## src/rtl/sum_accum_reg_if.sv

```systemverilog
// Stream bundle between the ADD stage, the accumulator and its downstream consumer.
// The slave modport is the accumulator side; the master modport is the producer/consumer side.
interface sum_accum_reg_if #(
  parameter int DATAWIDTH = 8,
  parameter int ACCWIDTH  = 10
);
  logic [DATAWIDTH-1:0] d;
  logic                 d_valid;
  logic                 d_ready;
  logic                 clr;
  logic [ACCWIDTH-1:0]  q;
  logic                 q_valid;
  logic                 q_ready;
  logic                 ovf;
  logic [7:0]           beat_cnt;

  modport slave (
    input  d, d_valid, clr, q_ready,
    output d_ready, q, q_valid, ovf, beat_cnt
  );

  modport master (
    output d, d_valid, clr, q_ready,
    input  d_ready, q, q_valid, ovf, beat_cnt
  );
endinterface

```

## src/rtl/sum_accum_reg.sv

```systemverilog
// Frame accumulator: sums LEN accepted beats and holds the result until the consumer takes it.
// Optional macro SUM_ACCUM_SATURATE_EN clamps the accumulator on overflow instead of wrapping.
module sum_accum_reg #(
  parameter int DATAWIDTH = 8,
  parameter int ACCWIDTH  = 10,
  parameter int LEN       = 4
) (
  input  logic              clk_i,
  input  logic              rst_ni,
  sum_accum_reg_if.slave    bus
);
  typedef enum logic {ST_ACC, ST_OUT} state_t;

  localparam logic [7:0] LAST_BEAT = 8'(LEN - 1);

  state_t              state_q, state_d;
  logic [ACCWIDTH-1:0] acc_q, acc_d;
  logic [7:0]          cnt_q, cnt_d;
  logic                sticky_q, sticky_d;
  logic [ACCWIDTH-1:0] q_q, q_d;
  logic                ovf_q, ovf_d;
  logic                qv_q, qv_d;

  logic                d_ready;
  logic                xfer;
  logic [ACCWIDTH:0]   sum;
  logic                carry;
  logic [ACCWIDTH-1:0] acc_val;

  assign d_ready = (state_q == ST_ACC) && !bus.clr;
  assign xfer    = bus.d_valid && d_ready;
  assign sum     = {1'b0, acc_q} + {{(ACCWIDTH + 1 - DATAWIDTH){1'b0}}, bus.d};
  assign carry   = sum[ACCWIDTH];

`ifdef SUM_ACCUM_SATURATE_EN
  // Once a frame has overflowed, acc stays pinned at full scale until the frame ends.
  assign acc_val = (carry || sticky_q) ? {ACCWIDTH{1'b1}} : sum[ACCWIDTH-1:0];
`else
  assign acc_val = sum[ACCWIDTH-1:0];
`endif

  always_ff @(posedge clk_i or negedge rst_ni) begin
    if (!rst_ni) begin
      state_q  <= ST_ACC;
      acc_q    <= '0;
      cnt_q    <= '0;
      sticky_q <= 1'b0;
      q_q      <= '0;
      ovf_q    <= 1'b0;
      qv_q     <= 1'b0;
    end else begin
      state_q  <= state_d;
      acc_q    <= acc_d;
      cnt_q    <= cnt_d;
      sticky_q <= sticky_d;
      q_q      <= q_d;
      ovf_q    <= ovf_d;
      qv_q     <= qv_d;
    end
  end

  always_comb begin
    state_d  = state_q;
    acc_d    = acc_q;
    cnt_d    = cnt_q;
    sticky_d = sticky_q;
    q_d      = q_q;
    ovf_d    = ovf_q;
    qv_d     = qv_q;
    case (state_q)
      ST_ACC: begin
        if (bus.clr) begin
          acc_d    = '0;
          cnt_d    = '0;
          sticky_d = 1'b0;
        end else if (xfer) begin
          if (cnt_q == LAST_BEAT) begin
            q_d      = acc_val;
            ovf_d    = sticky_q | carry;
            qv_d     = 1'b1;
            acc_d    = '0;
            cnt_d    = '0;
            sticky_d = 1'b0;
            state_d  = ST_OUT;
          end else begin
            acc_d    = acc_val;
            sticky_d = sticky_q | carry;
            cnt_d    = cnt_q + 8'd1;
          end
        end
      end
      ST_OUT: begin
        // clr is deliberately ignored here: a finished frame must always drain.
        if (qv_q && bus.q_ready) begin
          qv_d    = 1'b0;
          state_d = ST_ACC;
        end
      end
      default: state_d = ST_ACC;
    endcase
  end

  assign bus.d_ready  = d_ready;
  assign bus.q        = q_q;
  assign bus.q_valid  = qv_q;
  assign bus.ovf      = ovf_q;
  assign bus.beat_cnt = cnt_q;
endmodule

```

## src/flat_wrapper.sv

```systemverilog
// flat-port wrapper written by rule: the top's interface ports become plain ports
module sum_accum_reg_flat 
#(
  parameter int DATAWIDTH = 8,
  parameter int ACCWIDTH  = 10,
  parameter int LEN       = 4
)
  (clk_i, rst_ni, bus_d, bus_d_valid, bus_clr, bus_q_ready, bus_d_ready, bus_q, bus_q_valid, bus_ovf, bus_beat_cnt);
  sum_accum_reg_if #(.DATAWIDTH(DATAWIDTH), .ACCWIDTH(ACCWIDTH)) bus_i ();
  input  logic clk_i;
  input  logic rst_ni;
  input wire logic [$bits(bus_i.d)-1:0] bus_d;
  input wire logic [$bits(bus_i.d_valid)-1:0] bus_d_valid;
  input wire logic [$bits(bus_i.clr)-1:0] bus_clr;
  input wire logic [$bits(bus_i.q_ready)-1:0] bus_q_ready;
  output wire logic [$bits(bus_i.d_ready)-1:0] bus_d_ready;
  output wire logic [$bits(bus_i.q)-1:0] bus_q;
  output wire logic [$bits(bus_i.q_valid)-1:0] bus_q_valid;
  output wire logic [$bits(bus_i.ovf)-1:0] bus_ovf;
  output wire logic [$bits(bus_i.beat_cnt)-1:0] bus_beat_cnt;
  assign bus_i.d = bus_d;
  assign bus_i.d_valid = bus_d_valid;
  assign bus_i.clr = bus_clr;
  assign bus_i.q_ready = bus_q_ready;
  assign bus_d_ready = bus_i.d_ready;
  assign bus_q = bus_i.q;
  assign bus_q_valid = bus_i.q_valid;
  assign bus_ovf = bus_i.ovf;
  assign bus_beat_cnt = bus_i.beat_cnt;
  sum_accum_reg #(.DATAWIDTH(DATAWIDTH), .ACCWIDTH(ACCWIDTH), .LEN(LEN)) u_core (.clk_i(clk_i), .rst_ni(rst_ni), .bus(bus_i));
endmodule
```

## config.mk

```make
export PLATFORM = sky130hd
export DESIGN_NAME = sum_accum_reg_flat
export DESIGN_NICKNAME = d
export VERILOG_FILES = /design/src/rtl/sum_accum_reg_if.sv /design/src/rtl/sum_accum_reg.sv /design/src/flat_wrapper.sv
export SDC_FILE = /design/constraint.sdc
export NUM_CORES = 1
export LEC_CHECK = 0
export CAP_MARGIN = 0
export CORE_MARGIN = 2
export CORE_UTILIZATION = 47
export CTS_CLUSTER_DIAMETER = 200
export CTS_CLUSTER_SIZE = 12
export DETAILED_ROUTE_END_ITERATION = 8
export HOLD_SLACK_MARGIN = 0.06
export PLACE_DENSITY = 0.7
export SYNTH_ARGS = -nofsm -noshare
export SYNTH_HDL_FRONTEND = slang
export SYNTH_SLANG_ARGS = --single-unit
```

## constraint.sdc

```tcl
create_clock -name clk_i -period 3.7 [get_ports clk_i]
set_input_delay 0.74 -clock clk_i [delete_from_list [all_inputs] [get_ports clk_i]]
set_output_delay 0.74 -clock clk_i [all_outputs]
set_load 0.1 [all_outputs]
```

==> impl_results.md, run 1 <==
- Area Overhead vs Synth: 25.3%
- # resized after CTS: 0
- FF+latch count, synth: 32
- Reg clk slew, reported paths: 0.09 ns
- Initial antenna violation count: 0
- Die area: 4150 um2
- Adder-cell share of the synthesized area: 0.0772
- Sw Share: 0.507
- P_sw: 869 uW
- Syn. warnings: 0
- Minimum period implied by the final worst setup slack: 2.67 ns
- Pins Over Slew Limit: 0
- Fin Clk Skew: 0.00636 ns
- Unique masters post-synth: 36
- Pre-CTS WS: 0.815 ns
- Largest family of logic cells by synthesized area: compound AO/OA/AOI/OAI gates
- Dominant synthesized flop cell: dfrtp_1
- Post-synth EDFFs: 0
- Die width: 64.5 um
- Cell Area, Synth: 1720 um2
- Clock Latency Late Sink: 0.33 ns
- CTS tree: built
- Crit path max-delay family: buffers and inverters
- Iteration-0 DRC Markers: 43
- FF-to-FF path depth: 6
- PwrDens: 797 nW/um2
- Placer Congestion: 0.836
- Critical path buffers and inverters: 1
- Synth top area cells: dfrtp_1, ha_1, o21ai_0
- CTS Buf Count: 5
- Most frequent cells in the layout: clkdlybuf4s50_1, dfrtp_1, nand2_1, o21ai_0
- Clock share of power: 0.127
- Final HPWL DP: 2580 um
- Register area share after synthesis: 0.466
- Final TNS setup: 0 ns
- CTS H-Tree Depth: 2
- Post-CTS Setup Repair Bufs: 0
- Mux cell area share after synthesis: 0.0612
- Lkg Pwr: 0.997 nW
- Critical Path Start Type: register
- Layout cells sized above 1: 0.121
- WHS Endpoint: u_core.bus.q[9]$_DFFE_PN0P_
- Flop2flop setup slack: 1.60 ns
- Asr flop ratio synth: 1.00
- Port Buffer Count: 33
- Fmax: 0.375 GHz
- Seq pwr share: 0.297
- Avg Cell Area, Syn: 10.8 um2
- Setup crit end kind: output pin
- Status: completed
- Final Hold Violating Endpoints: 0
- Crit path largest cell delay: 1.16 ns
- Hold Crit Depth: 2
- Post-synth net total: 182
- Power Total: 1.72 mW
- Layout Utilization: 0.630
- Hold Path Origin: u_core.bus.q[9]$_DFFE_PN0P_
- Maximum vdd drop: 0.425 mV
- Yosys top cell by area: dfrtp_1
- Int Power: 846 uW
- Row cnt: 21
- Final instance area: 2150 um2
- Synth Area in XOR/XNOR: 0.0510
- Largest net degree at the start of global routing: 33
- Vias in the first global route: 1356
- Actual slew at the worst max-slew pin: 0.969 ns
- Post-synthesis compound-gate area fraction: 0.184
- Setup CP Type: register to output pin
- Hold WS: 0.493 ns
- Initial Util: 0.503
- WL final: 3610 um
- RSZ-0062 raised after global routing: no
- Total gr overflow: 0
- CTS Buffer Depth: 2
- Master of the slowest instance on the critical path: clkdlybuf4s50_1
- Critical path data required time: 2.96 ns
- Hold Buf Count CTS: 0
- Reg-to-Reg End: u_core.bus.q[6]$_DFFE_PN0P_
- Placed instance count: 237
- Share of Yosys cell area claimed by the top area cell type: 0.466
- Worst hold path type: register to register
- Area after DPL: 2090 um2
- Relative slew slack: 0.352
- Setup violations, final: 0
- Nets: 221
- # clock sinks: 32
- DR vias/cell: 5.50
- Final setup margin: 1.03 ns
- Gate power share: 0.576
- Worst Path Max Fanout: 6
- ANT cells: 0
- Routed WL per cell: 14.8 um
- MaxCap Viol Count: 0
- I/O pin cnt: 34
- Post-route clock period utilization: 0.721
- Detailed-route via count: 1341
- Clk root buf: clkbuf_4
- Data arrival, critical path: 1.93 ns
- Core Region: 3420 um2
- First-pass GRT wire length: 6240 um
- Worst path cell trace: clkdlybuf4s50_1
- RR Startpoint: u_core.acc_q[0]$_DFFE_PN0P_
- Simple-Gate Fraction of Synth Area: 0.133
- Fin cells: 244
- Antenna Violating Nets Remaining: 0
- Syn Inst Count: 159
- Chip Height: 64.5 um
- First-pass iteration count of the detailed router: 4
- Tot GR Track Use: 0.196
- Remaining DRCs: 0
[flip-flops by register name, summed over array words and instances, names as in the netlist]
signal and count:
u_core.bus.q 10, u_core.sticky_q 1, u_core.acc_q 10, u_core.bus.beat_cnt 8, u_core.bus.q_valid 1, u_core.bus.ovf 1, u_core.state_q 1
[power groups by stage]
stage | combinational (mW) | clock (mW) | sequential (mW)
finish | 0.988 | 0.218 | 0.509
global route | 1.05 | 0.245 | 0.521
CTS | 0.992 | 0.221 | 0.508
detailed placement | 0.990 | 0 | 0.513
global placement | 0.971 | 0 | 0.506
floorplan | 0.362 | 0 | 0.911
[layout make-up]
type,instances,area (um2)
fill,305,1260
sequential,32,801
multi-input combinational,120,868
clock buffer,7,65.1
inverter,3,11.3
timing repair buffer,36,350
tap,46,57.6
[synthesized netlist by cell type, types with 2 or more instances]
cell type	n
mux2_4	4
nor2_1	8
xnor2_1	6
o221ai_1	2
inv_1	3
nand3_1	3
a211oi_1	2
nand2_1	19
mux2_2	4
a22o_1	9
a21oi_1	8
buf_6	3
o21ai_0	16
dfrtp_1	32
o21ai_1	3
xor2_1	4
nand4_1	2
o211ai_1	2
ha_1	9
and3_1	4
[worst max-delay path by stage]
stage	start	to	cells after the start
after floorplan	bus_clr	bus_d_ready	1
after global placement	bus_d[0]	u_core.bus.q[6]$_DFFE_PN0P_	7
after detailed placement	bus_d[0]	u_core.bus.ovf$_DFFE_PN0P_	7
after CTS	u_core.bus.beat_cnt[2]$_DFFE_PN0P_	bus_beat_cnt[2]	1
after global routing	u_core.bus.beat_cnt[2]$_DFFE_PN0P_	bus_beat_cnt[2]	1
final	u_core.bus.beat_cnt[2]$_DFFE_PN0P_	bus_beat_cnt[2]	1
[layer usage]
| layer | share of wire | routed length, um | GRT usage | vias to the layer above |
|---|---|---|---|---|
| met4 | 0.010 | 37 | 0.0559 | 0 |
| met2 | 0.45 | 1640 | 0.311 | 38 |
| li1 | - | - | - | 655 |
| met3 | 0.060 | 218 | 0.0712 | 4 |
| met5 | 0 | 0 | 0 | - |
| met1 | 0.47 | 1710 | 0.253 | 644 |
[cell families (layout without fill, tap and decap cells)]
kind of cell / after synthesis / in the layout
compound gates: 49 / 49
simple gates: 43 / 43
flops: 32 / 32
fa+ha+maj: 10 / 10
xor+xnor: 10 / 10
mux: 8 / 8
buf+inv: 7 / 46
Power figures use the tool's default switching activity.
==> run 2: changes to the inputs <==
==> constraint.sdc (replaced) <==
create_clock -name clk_i -period 2.7 [get_ports clk_i]
set_input_delay 0.54 -clock clk_i [delete_from_list [all_inputs] [get_ports clk_i]]
set_output_delay 0.54 -clock clk_i [all_outputs]
set_load 0.1 [all_outputs]
==> run 2 against run 1 <==
- sequential share of layout area grew 0.59 points
- highest routed layer unchanged
- global-route usage shrank 0.97 points
- first-iteration DRC count grew 49%
- core utilization shrank 0.99 points
- worst hold slack lost 0.0040 ns
- combinational power grew 36%
- critical path depth grew 6
- non-clock buffer count grew 1
- via count is essentially flat
==> impl_results.md, run 2 (synthesized netlist as in run 1, its figures left out) <==
- Status: completed
- WL final: 3480 um
- Lkg Pwr: 1.05 nW
- Setup violations, final: 0
- ANT cells: 0
- Pins Over Slew Limit: 0
- Port Buffer Count: 33
- Gate power share: 0.578
- Nets: 222
- Setup CP Type: input pin to register
- RSZ-0062 raised after global routing: no
- RR Startpoint: u_core.acc_q[0]$_DFFE_PN0P_
- WHS Endpoint: u_core.bus.q[9]$_DFFE_PN0P_
- Area Overhead vs Synth: 23.4%
- MaxCap Viol Count: 0
- Final TNS setup: 0 ns
- Total gr overflow: 0
- Clk root buf: clkbuf_4
- Final HPWL DP: 2500 um
- First-pass GRT wire length: 6020 um
- Antenna Violating Nets Remaining: 0
- Maximum vdd drop: 0.637 mV
- Minimum period implied by the final worst setup slack: 2.30 ns
- Reg-to-Reg End: u_core.bus.q[6]$_DFFE_PN0P_
- Tot GR Track Use: 0.186
- CTS Buf Count: 5
- Routed WL per cell: 14.1 um
- Sw Share: 0.517
- Setup crit end kind: register
- Relative slew slack: 0.738
- Int Power: 1.12 mW
- P_sw: 1.20 mW
- # resized after CTS: 0
- First-pass iteration count of the detailed router: 4
- Actual slew at the worst max-slew pin: 0.393 ns
- Post-route clock period utilization: 0.854
- Largest net degree at the start of global routing: 33
- Hold Crit Depth: 2
- Core Region: 3420 um2
- Initial Util: 0.503
- Clock share of power: 0.123
- Reg clk slew, reported paths: 0.09 ns
- Row cnt: 21
- Die area: 4150 um2
- Iteration-0 DRC Markers: 64
- Fmax: 0.434 GHz
- Commonest non-fill, non-tap cell in the layout: dfrtp_1
- Chip Height: 64.5 um
- DR vias/cell: 5.46
- Vias in the first global route: 1302
- Flop2flop setup slack: 0.64 ns
- Most frequent cells in the layout: dfrtp_1, buf_4, nand2_1, o21ai_0, clkdlybuf4s50_1
- Post-CTS Setup Repair Bufs: 0
- CTS tree: built
- PwrDens: 1100 nW/um2
- Critical path data required time: 2.92 ns
- Layout cells sized above 1: 0.230
- Initial antenna violation count: 0
- Fin Clk Skew: 0.00764 ns
- Remaining DRCs: 0
- Placer Congestion: 0.848
- Critical Path Start Type: input pin
- Final Hold Violating Endpoints: 0
- # clock sinks: 32
- Data arrival, critical path: 2.53 ns
- Die width: 64.5 um
- Area after DPL: 2060 um2
- Hold Path Origin: u_core.bus.q[9]$_DFFE_PN0P_
- CTS H-Tree Depth: 2
- Hold Buf Count CTS: 0
- Clock Latency Late Sink: 0.33 ns
- Worst hold path type: register to register
- I/O pin cnt: 34
- CTS Buffer Depth: 2
- FF-to-FF path depth: 6
- Worst Path Max Fanout: 2
- Seq pwr share: 0.300
- Final instance area: 2120 um2
- Detailed-route via count: 1342
run 2: cell count changes in the layout (fill, tap and decap cells not counted):
cell / change
buf_4: +20
clkdlybuf4s50_1: -20
clkinv_2: +2
buf_12: +1
clkbuf_8: -1
run 2: worst max-delay path: stages:
cell,delay [ns]
clkdlybuf4s50_1,0.41
ha_1,0.23
fa_1,0.39
a211oi_1,0.32
o21ai_0,0.18
xor2_1,0.18
mux2_4,0.28
run 2: power groups by stage:
stage	logic [mW]	registers, mW	clock network (mW)
finish	1.34	0.696	0.284
global route	1.42	0.714	0.321
CTS	1.35	0.697	0.296
detailed placement	1.34	0.706	0
global placement	1.32	0.695	0
floorplan	0.495	1.25	0
run 2: through the flow:
step | hold slack (ns) | cells | power (mW) | util | setup WS [ns]
floorplan | 0.244 | 159 | 1.74 | - | 0.148
global placement | 0.466 | 238 | 2.01 | 0.603 | 0.111
detailed placement | 0.477 | 238 | 2.05 | 0.603 | 0.0531
CTS | 0.499 | 246 | 2.34 | 0.621 | 0.406
global route | 0.542 | 246 | 2.45 | 0.621 | 0.251
finish | 0.489 | 246 | 2.32 | 0.621 | 0.395
run 2: final cells by class:
type / instances / area [um2]
clock buffers: 6 / 51.3
well taps: 46 / 57.6
fillers: 295 / 1300
repair buffers: 37 / 320
multi-input cells: 120 / 868
clock inverters: 2 / 10.0
flip-flops and latches: 32 / 801
inverters: 3 / 11.3
run 2: worst max-delay path by stage:
stage                                  startpoint                           to  slack, ns  cells past startpoint
3_3_place_gp                             bus_d[0]  u_core.bus.q[6]$_DFFE_PN0P_       0.11                      7
2_1_floorplan  u_core.bus.beat_cnt[0]$_DFFE_PN0P_  u_core.bus.q[4]$_DFFE_PN0P_       0.15                      6
5_1_grt                                  bus_d[0]   u_core.bus.ovf$_DFFE_PN0P_       0.25                      7
4_1_cts                                  bus_d[0]  u_core.bus.q[6]$_DFFE_PN0P_       0.41                      7
6_report                                 bus_d[0]  u_core.bus.q[6]$_DFFE_PN0P_       0.40                      7
3_5_place_dp                             bus_d[0]  u_core.bus.q[6]$_DFFE_PN0P_       0.05                      7
run 2: per-layer routing:
layer / part of all wire / up-vias / wire length (um) / GRT usage
met2: 0.46 / 42 / 1600 / 0.296
met5: 0 / - / 0 / 0
met1: 0.46 / 633 / 1600 / 0.253
li1: - / 660 / - / -
met4: 0.015 / 0 / 51 / 0.0559
met3: 0.065 / 7 / 225 / 0.0486
==> run 3: changes to the inputs <==
--- a/config.mk
+++ b/config.mk
@@ -9,7 +9,7 @@
 export CORE_MARGIN = 2
 export CORE_UTILIZATION = 47
 export CTS_CLUSTER_DIAMETER = 200
-export CTS_CLUSTER_SIZE = 12
+export CTS_CLUSTER_SIZE = 16
 export DETAILED_ROUTE_END_ITERATION = 8
 export HOLD_SLACK_MARGIN = 0.06
 export PLACE_DENSITY = 0.7
==> results of run 3 <==
No change in the layout: final DEF, timing and power equal those of run 2.
